**config.mk**
```make
export PLATFORM = sky130hd
export DESIGN_NAME = cmd_reg_bridge
export DESIGN_NICKNAME = d
export VERILOG_FILES = /design/src/rtl/cmd_reg_bridge.sv
export SDC_FILE = /design/constraint.sdc
export NUM_CORES = 1
export LEC_CHECK = 0
export BUFFER_PORTS_ARGS = -buffer_cell sky130_fd_sc_hd__buf_2
export CORE_ASPECT_RATIO = 1.4
export CORE_UTILIZATION = 40
export CTS_BUF_LIST = sky130_fd_sc_hd__clkbuf_16
export DETAILED_ROUTE_END_ITERATION = 10
export PLACE_DENSITY = 0.59
export SLEW_MARGIN = 20
export SYNTH_ARGS = -nofsm -noshare
export SYNTH_HDL_FRONTEND = slang
export SYNTH_SLANG_ARGS = --single-unit
export TNS_END_PERCENT = 30
```
**constraint.sdc**
```tcl
create_clock -name fx2_clk -period 5.25 [get_ports fx2_clk]
set_input_delay 0.2625 -clock fx2_clk [delete_from_list [all_inputs] [get_ports fx2_clk]]
set_output_delay 0.2625 -clock fx2_clk [all_outputs]
set_load 0.01 [all_outputs]
```
**src/rtl/cmd_reg_bridge.sv**
```systemverilog
// Host command-frame to 32-bit register bus bridge with a 4-byte reply per frame (fx2_clk domain).
// Build option: define CMD_TIMEOUT_EN to abort partial frames after TIMEOUT idle cycles.
module cmd_reg_bridge #(
  parameter int ADDR_W  = 8,
  parameter int TIMEOUT = 1024
) (
  input  logic              fx2_clk,
  input  logic              reset,
  input  logic [7:0]        cmd,
  input  logic              cmd_wr,
  output logic [7:0]        reply,
  output logic              reply_rdy,
  input  logic              reply_ack,
  output logic              reply_end,
  output logic [ADDR_W-1:0] reg_addr,
  output logic [31:0]       reg_wdata,
  output logic              reg_wr,
  output logic              reg_rd,
  input  logic [31:0]       reg_rdata,
  output logic              cmd_overrun,
  output logic              frame_err
);

  localparam logic [2:0] S_IDLE    = 3'd0;
  localparam logic [2:0] S_ADDR    = 3'd1;
  localparam logic [2:0] S_DATA    = 3'd2;
  localparam logic [2:0] S_EXEC    = 3'd3;
  localparam logic [2:0] S_RD_WAIT = 3'd4;
  localparam logic [2:0] S_REPLY   = 3'd5;

  localparam logic [7:0] OP_READ  = 8'h01;
  localparam logic [7:0] OP_WRITE = 8'h02;

  logic [2:0]        r_state;
  logic              r_is_write;
  logic [1:0]        r_idx;
  logic [1:0]        r_rbyte;
  logic [31:0]       r_word;
  logic [7:0]        r_reply;
  logic              r_reply_rdy;
  logic              r_reply_end;
  logic [ADDR_W-1:0] r_addr;
  logic              r_wr;
  logic              r_rd;
  logic              r_overrun;
  logic              r_frame_err;
  logic [7:0]        r_lane [4];

  logic [7:0]        w_word_byte [4];
  logic [3:0]        w_lane_we;
  logic [1:0]        w_rbyte_nxt;
  logic              w_busy;
  logic              w_timeout;

  assign w_rbyte_nxt = r_rbyte + 2'd1;
  assign w_busy      = (r_state == S_EXEC) || (r_state == S_RD_WAIT) || (r_state == S_REPLY);

  // Write data is assembled one byte lane at a time, little-endian.
  genvar gi;
  generate
    for (gi = 0; gi < 4; gi++) begin : g_lane
      assign w_lane_we[gi]        = (r_state == S_DATA) && cmd_wr && (r_idx == 2'(gi));
      assign w_word_byte[gi]      = r_word[8*gi +: 8];
      assign reg_wdata[8*gi +: 8] = r_lane[gi];

      always_ff @(posedge fx2_clk) begin
        if (reset) begin
          r_lane[gi] <= 8'h00;
        end else if (w_lane_we[gi]) begin
          r_lane[gi] <= cmd;
        end
      end
    end
  endgenerate

`ifdef CMD_TIMEOUT_EN
  localparam int TO_W = $clog2(TIMEOUT + 1);
  logic [TO_W-1:0] r_to_cnt;
  logic            w_in_frame;

  assign w_in_frame = (r_state == S_ADDR) || (r_state == S_DATA);
  // A byte arriving on the expiry cycle wins over the abort.
  assign w_timeout  = w_in_frame && !cmd_wr && (r_to_cnt == TO_W'(TIMEOUT - 1));

  always_ff @(posedge fx2_clk) begin
    if (reset || cmd_wr || !w_in_frame) begin
      r_to_cnt <= '0;
    end else begin
      r_to_cnt <= r_to_cnt + TO_W'(1);
    end
  end
`else
  logic w_unused_timeout;
  assign w_unused_timeout = (TIMEOUT > 0);
  assign w_timeout        = 1'b0;
`endif

  always_ff @(posedge fx2_clk) begin
    if (reset) begin
      r_state     <= S_IDLE;
      r_is_write  <= 1'b0;
      r_idx       <= 2'd0;
      r_rbyte     <= 2'd0;
      r_word      <= 32'h0;
      r_reply     <= 8'h00;
      r_reply_rdy <= 1'b0;
      r_reply_end <= 1'b0;
      r_addr      <= '0;
      r_wr        <= 1'b0;
      r_rd        <= 1'b0;
      r_overrun   <= 1'b0;
      r_frame_err <= 1'b0;
    end else begin
      r_wr <= 1'b0;
      r_rd <= 1'b0;
      if (cmd_wr && w_busy) begin
        r_overrun <= 1'b1;
      end
      case (r_state)
        S_IDLE: begin
          if (cmd_wr) begin
            if ((cmd == OP_READ) || (cmd == OP_WRITE)) begin
              r_is_write <= (cmd == OP_WRITE);
              r_state    <= S_ADDR;
            end else begin
              r_frame_err <= 1'b1;
            end
          end
        end
        S_ADDR: begin
          if (cmd_wr) begin
            r_addr <= cmd[ADDR_W-1:0];
            r_idx  <= 2'd0;
            if (r_is_write) begin
              r_state <= S_DATA;
            end else begin
              r_rd    <= 1'b1;
              r_state <= S_EXEC;
            end
          end else if (w_timeout) begin
            r_frame_err <= 1'b1;
            r_state     <= S_IDLE;
          end
        end
        S_DATA: begin
          if (cmd_wr) begin
            r_idx <= r_idx + 2'd1;
            if (r_idx == 2'd3) begin
              r_wr    <= 1'b1;
              r_state <= S_EXEC;
            end
          end else if (w_timeout) begin
            r_frame_err <= 1'b1;
            r_state     <= S_IDLE;
          end
        end
        S_EXEC: begin
          // Strobe is high for this one cycle; writes echo their data back.
          if (r_is_write) begin
            r_word      <= reg_wdata;
            r_reply     <= reg_wdata[7:0];
            r_rbyte     <= 2'd0;
            r_reply_rdy <= 1'b1;
            r_reply_end <= 1'b0;
            r_state     <= S_REPLY;
          end else begin
            r_state <= S_RD_WAIT;
          end
        end
        S_RD_WAIT: begin
          r_word      <= reg_rdata;
          r_reply     <= reg_rdata[7:0];
          r_rbyte     <= 2'd0;
          r_reply_rdy <= 1'b1;
          r_reply_end <= 1'b0;
          r_state     <= S_REPLY;
        end
        S_REPLY: begin
          if (reply_ack) begin
            if (r_rbyte == 2'd3) begin
              r_reply     <= 8'h00;
              r_reply_rdy <= 1'b0;
              r_reply_end <= 1'b0;
              r_state     <= S_IDLE;
            end else begin
              r_rbyte     <= w_rbyte_nxt;
              r_reply     <= w_word_byte[w_rbyte_nxt];
              r_reply_end <= (w_rbyte_nxt == 2'd3);
            end
          end
        end
        default: begin
          r_state <= S_IDLE;
        end
      endcase
    end
  end

  assign reply       = r_reply;
  assign reply_rdy   = r_reply_rdy;
  assign reply_end   = r_reply_end;
  assign reg_addr    = r_addr;
  assign reg_wr      = r_wr;
  assign reg_rd      = r_rd;
  assign cmd_overrun = r_overrun;
  assign frame_err   = r_frame_err;

endmodule

```
==> results of run 1 <==
area by class of cell:
class | instances | area [sq um]
clock buffers | 9 | 225
clock inverters | 7 | 33.8
fillers | 1020 | 5450
inverters | 8 | 30.0
multi-input cells | 297 | 1890
flip-flops and latches | 94 | 2200
well taps | 138 | 173
repair buffers | 100 | 508
registers in the layout, indices dropped and copies added (netlist names), 2 cells and up:
| signal | flops |
|---|---|
| r_idx | 2 |
| r_lane | 32 |
| r_rbyte | 2 |
| r_state | 3 |
| r_word | 32 |
| reg_addr | 8 |
| reply | 8 |
power groups by stage:
| stage | Sequential, W | Clock, W | Combinational [W] |
|---|---|---|---|
| 3_5_place_dp | 0.000786 | 0 | 0.0000638 |
| 2_1_floorplan | 0.000787 | 0 | 0.0000193 |
| 5_1_grt | 0.000770 | 0.000623 | 0.0000687 |
| 4_1_cts | 0.000770 | 0.000592 | 0.0000638 |
| 6_report | 0.000770 | 0.000580 | 0.0000631 |
| 3_3_place_gp | 0.000786 | 0 | 0.0000634 |
path summary, 6_finish.rpt:
check                           slack (ns)                       end                startpoint
worst max-delay path                  2.82     reply[5]$_SDFFE_PP0P_   r_state[0]$_SDFFE_PP0P_
worst min-delay path                  0.20   r_word[25]$_SDFFE_PP0P_             reg_rdata[25]
worst max register to register        2.82     reply[5]$_SDFFE_PP0P_   r_state[0]$_SDFFE_PP0P_
worst min register to register        0.46  reg_addr[5]$_SDFFE_PP0N_  reg_addr[5]$_SDFFE_PP0N_
per-stage QoR:
step / instance area [sq um] / setup WS [ns] / hold slack, ns / instances / utilization [%]
6_report: 5070 / 2.82 / 0.202 / 653 / 48.2
3_3_place_gp: 4800 / 2.78 / 0.443 / 637 / 45.7
5_1_grt: 5070 / 2.61 / 0.205 / 653 / 48.2
4_1_cts: 5060 / 2.64 / 0.195 / 653 / 48.1
2_1_floorplan: 4380 / 3.32 / 0.398 / 436 / -
3_5_place_dp: 4800 / 2.67 / 0.446 / 637 / 45.7
metal layers:
metal / up-vias / GRT usage (%) / wire length [microns]
met5: - / 0 / 0
met4: 0 / 11.1 / 454
met3: 22 / 4.17 / 629
met2: 136 / 33.7 / 5560
met1: 1661 / 25.6 / 4760
li1: 1738 / - / -
Yosys cell counts, drive strengths merged, types with 8 or more instances:
| library cell | n | area, sq um |
|---|---|---|
| a21oi | 18 | 90.1 |
| a22oi | 12 | 90.1 |
| a311oi | 38 | 352 |
| and3 | 32 | 200 |
| buf | 28 | 223 |
| clkbuf | 9 | 37.5 |
| dfxtp | 62 | 1240 |
| edfxtp | 32 | 961 |
| inv | 8 | 30.0 |
| mux4 | 8 | 180 |
| nand2 | 84 | 315 |
| nor2 | 48 | 188 |
logic make-up after synthesis:
group / after synthesis / synth area share (%)
adder cells (fa/ha/maj): 6 / 1.71
multiplexers: 9 / 4.34
buffers and inverters: 45 / 6.63
AO/OA/AOI/OAI: 88 / 15.5
flip-flops: 94 / 50.3
XOR/XNOR: 2 / 0.400
AND/OR/NAND/NOR: 192 / 21.1
tightest hold or removal path: stages:
cell and delay (ns):
buf_2 0.10, nor2_1 0.09, a311oi_1 0.05
==> out/metrics.csv, run 1 <==
metric,value,unit
WP buf/inv,0,
"Avg Cell Area, Syn",10.0,sq um
Site Rows,44,
Max rail drop VDD,0.000154,V
pwr dens,279,mW/mm^2
CTS tree,built,
Sw Share,22.3,%
Final HPWL DP,8320,microns
maximum clock insertion buffer count,2,
Logic pwr share,4.5,%
status,"complete, no violations",
synthesized flop and latch total,94,
Hold Path Class,primary input to flop,
yosys warns,0,
vias in the first global route,3357,
internal power,0.00110,W
FMAX,0.411,GHz
crit end category,flop,
sequential share of power,54.5,%
Vias,3557,
Final min period,2.43,ns
Worst Clk Skew,0.00513,ns
worst r2r path cells,4,
Post-synth EDFFs,32,
Max Cap Violations,0,
Net Switching,0.000315,W
Resized Gates After CTS,0,
Final nets,560,
n_diodes,0,
Leak,2.07,nW
Post-Syn Instances,436,
post-synth net total,486,
H-tree levels,3,
Crit path max-delay family,flip-flops,
global route total overflow,0,
total track usage,20.6,%
critical path required time,5.51,ns
Yosys cell types,46,
Critical Path Slowest Stage Cell,dfxtp_1,
clk sinks,94,
"commonest non-fill, non-tap cell in the layout",buf_2,
WP depth,4,
worst hold path stage count,3,
delay of the slowest cell on the worst path,0.79,ns
Via density,5.45,
Ports,98,
post-synthesis sequential area ratio,50.3,%
Overall Power,0.00141,W
Starting Density,41.6,%
Worst Setup Start Kind,flop,
setup TNS,0,ns
DRC viols,0,
Area Overhead vs Synth,15.7,%
initial antenna violation count,0,
Finish-stage setup viols,0,
Worst EP arrival,2.69,ns
wire per inst,17.5,microns
asr flop ratio synth,0,%
clock network power share,41.1,%
most frequent cells in the layout,"buf_2 (97), nand2_1 (84), dfxtp_1 (62), nor2_1 (47), a311oi_1 (35)",
Root Buffer,clkbuf_16,
Die Width,90.4,microns
initial DRC count,254,
routability congestion estimate from global placement,0.786,
RSZ-0062 raised after global routing,false,
Core Region,0.0105,sq mm
Final Max Slew Viols,0,
first-pass detailed-route iteration total,5,
CP cell instances,"nand4b_4, o21ai_2, nor2_1, a311oi_2",
ANT nets after route,0,
final hold violation count,0,
first-pass GRT wire length,17900,microns
Post-CTS Setup Bufs,0,
crit share post-route,46.3,%
Die Span Y,126,microns
CTS Hold Buffers Added,0,
worst slew pin tran,0.735,ns
fraction of layout cells with a size suffix above 1,26.0,%
die area,0.0114,sq mm
Crit Path Max Fanout,40,
clock slew at reported path FFs,0.06,ns
"Top FF cell, synth",dfxtp_1,
Num CTS Buffers,9,
largest net degree at the start of global routing,67,
final WL,11400,microns
Post-Syn Area,0.00438,sq mm
Crit Path Category,flop to flop,
worst rel slew slack,51.0,%
input/output buffers,97,
clock latency at the later pin of the worst-skew pair,0.34,ns
Note: power is estimated with default switching activity, not from simulation.
==> run 2: changes to the inputs <==
Settings changed: PLACE_DENSITY 0.59 to 0.61.
Clock period 5.25 ns to 2 ns, I/O delays scaled along.
==> run 2 against run 1 <==
- highest routed layer unchanged
- maximum frequency up 38%
- first-iteration DRC count grew 2.4%
- global-route usage increased by 0.54 points
- sequential share of layout area down 0.97 points
- critical path depth increased by 1
- design area is 2.3% higher
- routed wire length is 2.3% higher
- via count increased by 2.9%
- clock-buffer cell count did not move
==> out/metrics.csv, run 2 (same netlist as run 1, synthesis figures left out) <==
metric,value,unit
status,"complete, no violations",
crit end category,flop,
Final min period,1.76,ns
CTS tree,built,
routability congestion estimate from global placement,0.826,
Max rail drop VDD,0.000458,V
Worst Clk Skew,0.00669,ns
worst rel slew slack,53.9,%
pwr dens,743,mW/mm^2
"commonest non-fill, non-tap cell in the layout",buf_2,
initial DRC count,260,
Post-CTS Setup Bufs,0,
global route total overflow,0,
ANT nets after route,0,
met3 Track Usage GR,4.89,%
final worst slack,0.244,ns
first-pass detailed-route iteration total,5,
Die Width,90.4,microns
DRC viols,0,
Ports,98,
critical path required time,2.19,ns
Final nets,569,
worst slew pin tran,0.691,ns
H-tree levels,3,
largest net degree at the start of global routing,63,
maximum clock insertion buffer count,2,
final hold violation count,0,
setup TNS,0,ns
Hold Path Class,primary input to flop,
gr busiest metal,met2,
RSZ-0062 raised after global routing,false,
Core Region,0.0105,sq mm
Worst EP arrival,1.94,ns
Max Cap Violations,0,
Leak,2.12,nW
clk sinks,94,
Setup WS pre-CTS,0.0990,ns
clock slew at reported path FFs,0.06,ns
Root Buffer,clkbuf_16,
Worst Setup Start Kind,flop,
Vias,3659,
vias in the first global route,3415,
clock latency at the later pin of the worst-skew pair,0.35,ns
Final HPWL DP,8530,microns
most frequent cells in the layout,"buf_2 (97), nand2_1 (84), dfxtp_1 (62), nor2_1 (47), a311oi_1 (35)",
Multi-input gate area,0.00189,sq mm
first-pass GRT wire length,18500,microns
Die Span Y,126,microns
Starting Density,41.6,%
n_diodes,0,
Layout fillers,991,
Crit Path Max Fanout,9,
total track usage,21.2,%
met1 Usage GRT,26.1,%
Register Area,0.00220,sq mm
Area Overhead vs Synth,18.3,%
FMAX,0.569,GHz
Site Rows,44,
crit share post-route,87.8,%
die area,0.0114,sq mm
Via density,5.53,
Final Max Slew Viols,0,
input/output buffers,97,
GR Util met2,35.3,%
fraction of layout cells with a size suffix above 1,27.5,%
Finish-stage setup viols,0,
Num CTS Buffers,9,
initial antenna violation count,0,
final WL,11700,microns
Overall Power,0.00385,W
Crit Path Category,flop to flop,
leading registers by flop count,"r_lane x32, r_word x32",
Final Util,49.3,%
hold slack final,0.0368,ns
wire per inst,17.6,microns
==> run 2: area by class of cell <==
| type | count | area share [%] |
|---|---|---|
| inverter | 8 | 0.580 |
| sequential | 94 | 42.5 |
| clock buffer | 9 | 4.35 |
| multi-input combinational | 297 | 36.5 |
| timing repair buffer | 109 | 11.6 |
| clock inverter | 7 | 1.13 |
| tap | 138 | 3.33 |
==> run 2: path summary, 6_finish.rpt <==
path	start	endpoint	slack (ns)	depth (start not counted)
min	reg_rdata[29]	r_word[29]$_SDFFE_PP0P_	0.04	3
min reg2reg	reg_addr[0]$_SDFFE_PP0N_	reg_addr[0]$_SDFFE_PP0N_	0.46	2
max	r_rbyte[0]$_SDFFE_PP0P_	reply[5]$_SDFFE_PP0P_	0.24	5
max reg2reg	r_rbyte[0]$_SDFFE_PP0P_	reply[5]$_SDFFE_PP0P_	0.24	5
==> run 2: what timing repair did <==
item,in CTS,in global routing
resized for setup,0,1
hold buffers,0,0
endpoints found under the setup margin,0,2
==> run 2: stage by stage <==
| step | std cells | area (sq um) |
|---|---|---|
| after global routing | 662 | 5180 |
| after global placement | 646 | 4890 |
| after floorplan | 436 | 4380 |
| final | 662 | 5180 |
| after detailed placement | 646 | 4890 |
| after CTS | 662 | 5180 |
==> run 2: routing by layer <==
layer	wire length (microns)	vias up
met4	361	0
met3	693	21
met5	0	-
met1	4730	1735
met2	5890	151
li1	-	1752
==> run 2: critical path, cell delays in order (launching register included) <==
cell and delay [ns]:
dfxtp_1 0.33, inv_1 0.05, ha_2 0.51, mux4_2 0.54, nand2_1 0.09, a311oi_2 0.09
==> run 2: power by group <==
part           internal, W  total [W]  switching (W)
sequential         0.00200    0.00202      0.0000231
clock             0.000951    0.00167       0.000715
combinational    0.0000623   0.000163       0.000101
total              0.00301    0.00385       0.000839
==> run 3: changes to the inputs <==
Settings changed: CTS_CLUSTER_SIZE set to 20, PLACE_DENSITY 0.61 to not set, PLACE_DENSITY_LB_ADDON set to 0.12.
Clock period 2 ns to 1.7 ns, I/O delays scaled along.
==> run 3 against run 2 <==
- combinational power grew 22%
- worst setup slack got worse by 0.17 ns
- maximum frequency grew 7.7%
- design area rose by 3.1%
==> out/metrics.csv, run 3 (same netlist as run 1, synthesis figures left out) <==
metric,value,unit
DRC viols,0,
largest net degree at the start of global routing,63,
final WL,12200,microns
Final nets,580,
Final Max Slew Viols,0,
Worst Clk Skew,0.00665,ns
maximum clock insertion buffer count,2,
most frequent cells in the layout,"buf_2 (97), nand2_1 (84), dfxtp_1 (60), nor2_1 (47), a311oi_1 (35)",
Crit Path Max Fanout,6,
first-pass detailed-route iteration total,4,
crit share post-route,95.9,%
Register Area,0.00221,sq mm
Num CTS Buffers,9,
Finish-stage setup viols,0,
Area Overhead vs Synth,21.9,%
critical path required time,1.90,ns
Root Buffer,clkbuf_16,
dpl cells,654,
initial DRC count,215,
FMAX,0.613,GHz
initial antenna violation count,0,
worst slew pin tran,0.456,ns
Starting Density,41.6,%
clock latency at the later pin of the worst-skew pair,0.34,ns
DP Area,0.00498,sq mm
routability congestion estimate from global placement,0.846,
ANT nets after route,0,
fin area,0.00534,sq mm
vias in the first global route,3490,
Setup WS pre-CTS,0.00884,ns
status,"complete, no violations",
Worst EP arrival,1.83,ns
Hold Path Class,primary input to flop,
crit end category,flop,
wire per inst,18.1,microns
setup TNS,0,ns
Vias,3687,
total track usage,21.6,%
Final HPWL DP,8780,microns
leading registers by flop count,"r_lane x32, r_word x32",
Final min period,1.63,ns
Core Region,0.0105,sq mm
n_diodes,0,
final hold violation count,0,
Overall Power,0.00450,W
H-tree levels,3,
CTS tree,built,
"Cell Count, Final, Fillers Out",672,
clk sinks,94,
Layout fillers,977,
Ports,98,
Max Cap Violations,0,
die area,0.0114,sq mm
global route total overflow,0,
Crit Path Category,flop to flop,
worst rel slew slack,69.5,%
clock slew at reported path FFs,0.06,ns
Die Width,90.4,microns
Via density,5.49,
Site Rows,44,
pwr dens,843,mW/mm^2
final worst slack,0.0690,ns
RSZ-0062 raised after global routing,false,
Max rail drop VDD,0.000479,V
Multi-input gate area,0.00192,sq mm
CTS Hold Buffers Added,0,
fraction of layout cells with a size suffix above 1,29.6,%
Die Span Y,126,microns
Worst Setup Start Kind,flop,
"commonest non-fill, non-tap cell in the layout",buf_2,
first-pass GRT wire length,18700,microns
input/output buffers,97,
Leak,2.20,nW
==> run 3: cell count changes in the layout (fill, tap and decap cells not counted), sizes merged <==
cell      before  now
clkbuf         9   10
clkinv         2    4
clkinvlp       1    0
inv           11    9
buf          109  119
==> run 3: stage by stage <==
| step | util, % | hold slack, ns |
|---|---|---|
| 2_1_floorplan | - | 0.221 |
| 4_1_cts | 50.1 | 0.0194 |
| 6_report | 50.8 | 0.0221 |
| 5_1_grt | 50.8 | 0.0305 |
| 3_5_place_dp | 47.4 | 0.382 |
| 3_3_place_gp | 47.4 | 0.377 |
==> run 3: cell type report <==
type                            instances  area share [%]
Clock buffer                            9            4.22
Sequential cell                        94            41.3
Tap cell                              138            3.23
Clock inverter                          6            1.03
Timing Repair Buffer                  120            13.7
Inverter                                8           0.562
Multi-Input combinational cell        297            36.0
==> run 3: power breakdown <==
part	internal (W)	switching (W)	leakage (nW)
Clock	0.00112	0.000812	0.142
Sequential	0.00235	0.0000264	0.831
Combinational	0.0000759	0.000123	1.23
Total	0.00354	0.000961	2.20
==> run 3: worst max-delay path: stages (launching register included) <==
cell	delay, ns
dfxtp_4	0.38
inv_2	0.05
ha_4	0.28
buf_6	0.13
mux4_2	0.49
nand2_1	0.08
a311oi_1	0.08
==> run 3: repair_timing <==
item | CTS | global route
endpoints found under the setup margin | 1 | 31
pin swaps | 0 | 0
gates resized for setup | 1 | 7
gates cloned | 0 | 1
setup buffers | 0 | 2
==> run 3: final timing paths <==
kind                                 start  depth (start not counted)  slack (ns)                       end
setup / recovery   r_rbyte[0]$_SDFFE_PP0P_                          6        0.07     reply[4]$_SDFFE_PP0P_
hold / removal               reg_rdata[25]                          3        0.02   r_word[25]$_SDFFE_PP0P_
setup reg to reg   r_rbyte[0]$_SDFFE_PP0P_                          6        0.07     reply[4]$_SDFFE_PP0P_
hold reg to reg   reg_addr[2]$_SDFFE_PP0N_                          2        0.46  reg_addr[2]$_SDFFE_PP0N_
==> run 3: per-layer routing <==
metal  up-vias  share of wire [%]  GRT usage [%]
li1       1771                  -              -
met1      1761                 42           26.9
met2       132                 50           36.0
met3        23                4.9           3.93
met4         0                3.3           11.0
met5         -                  0              0
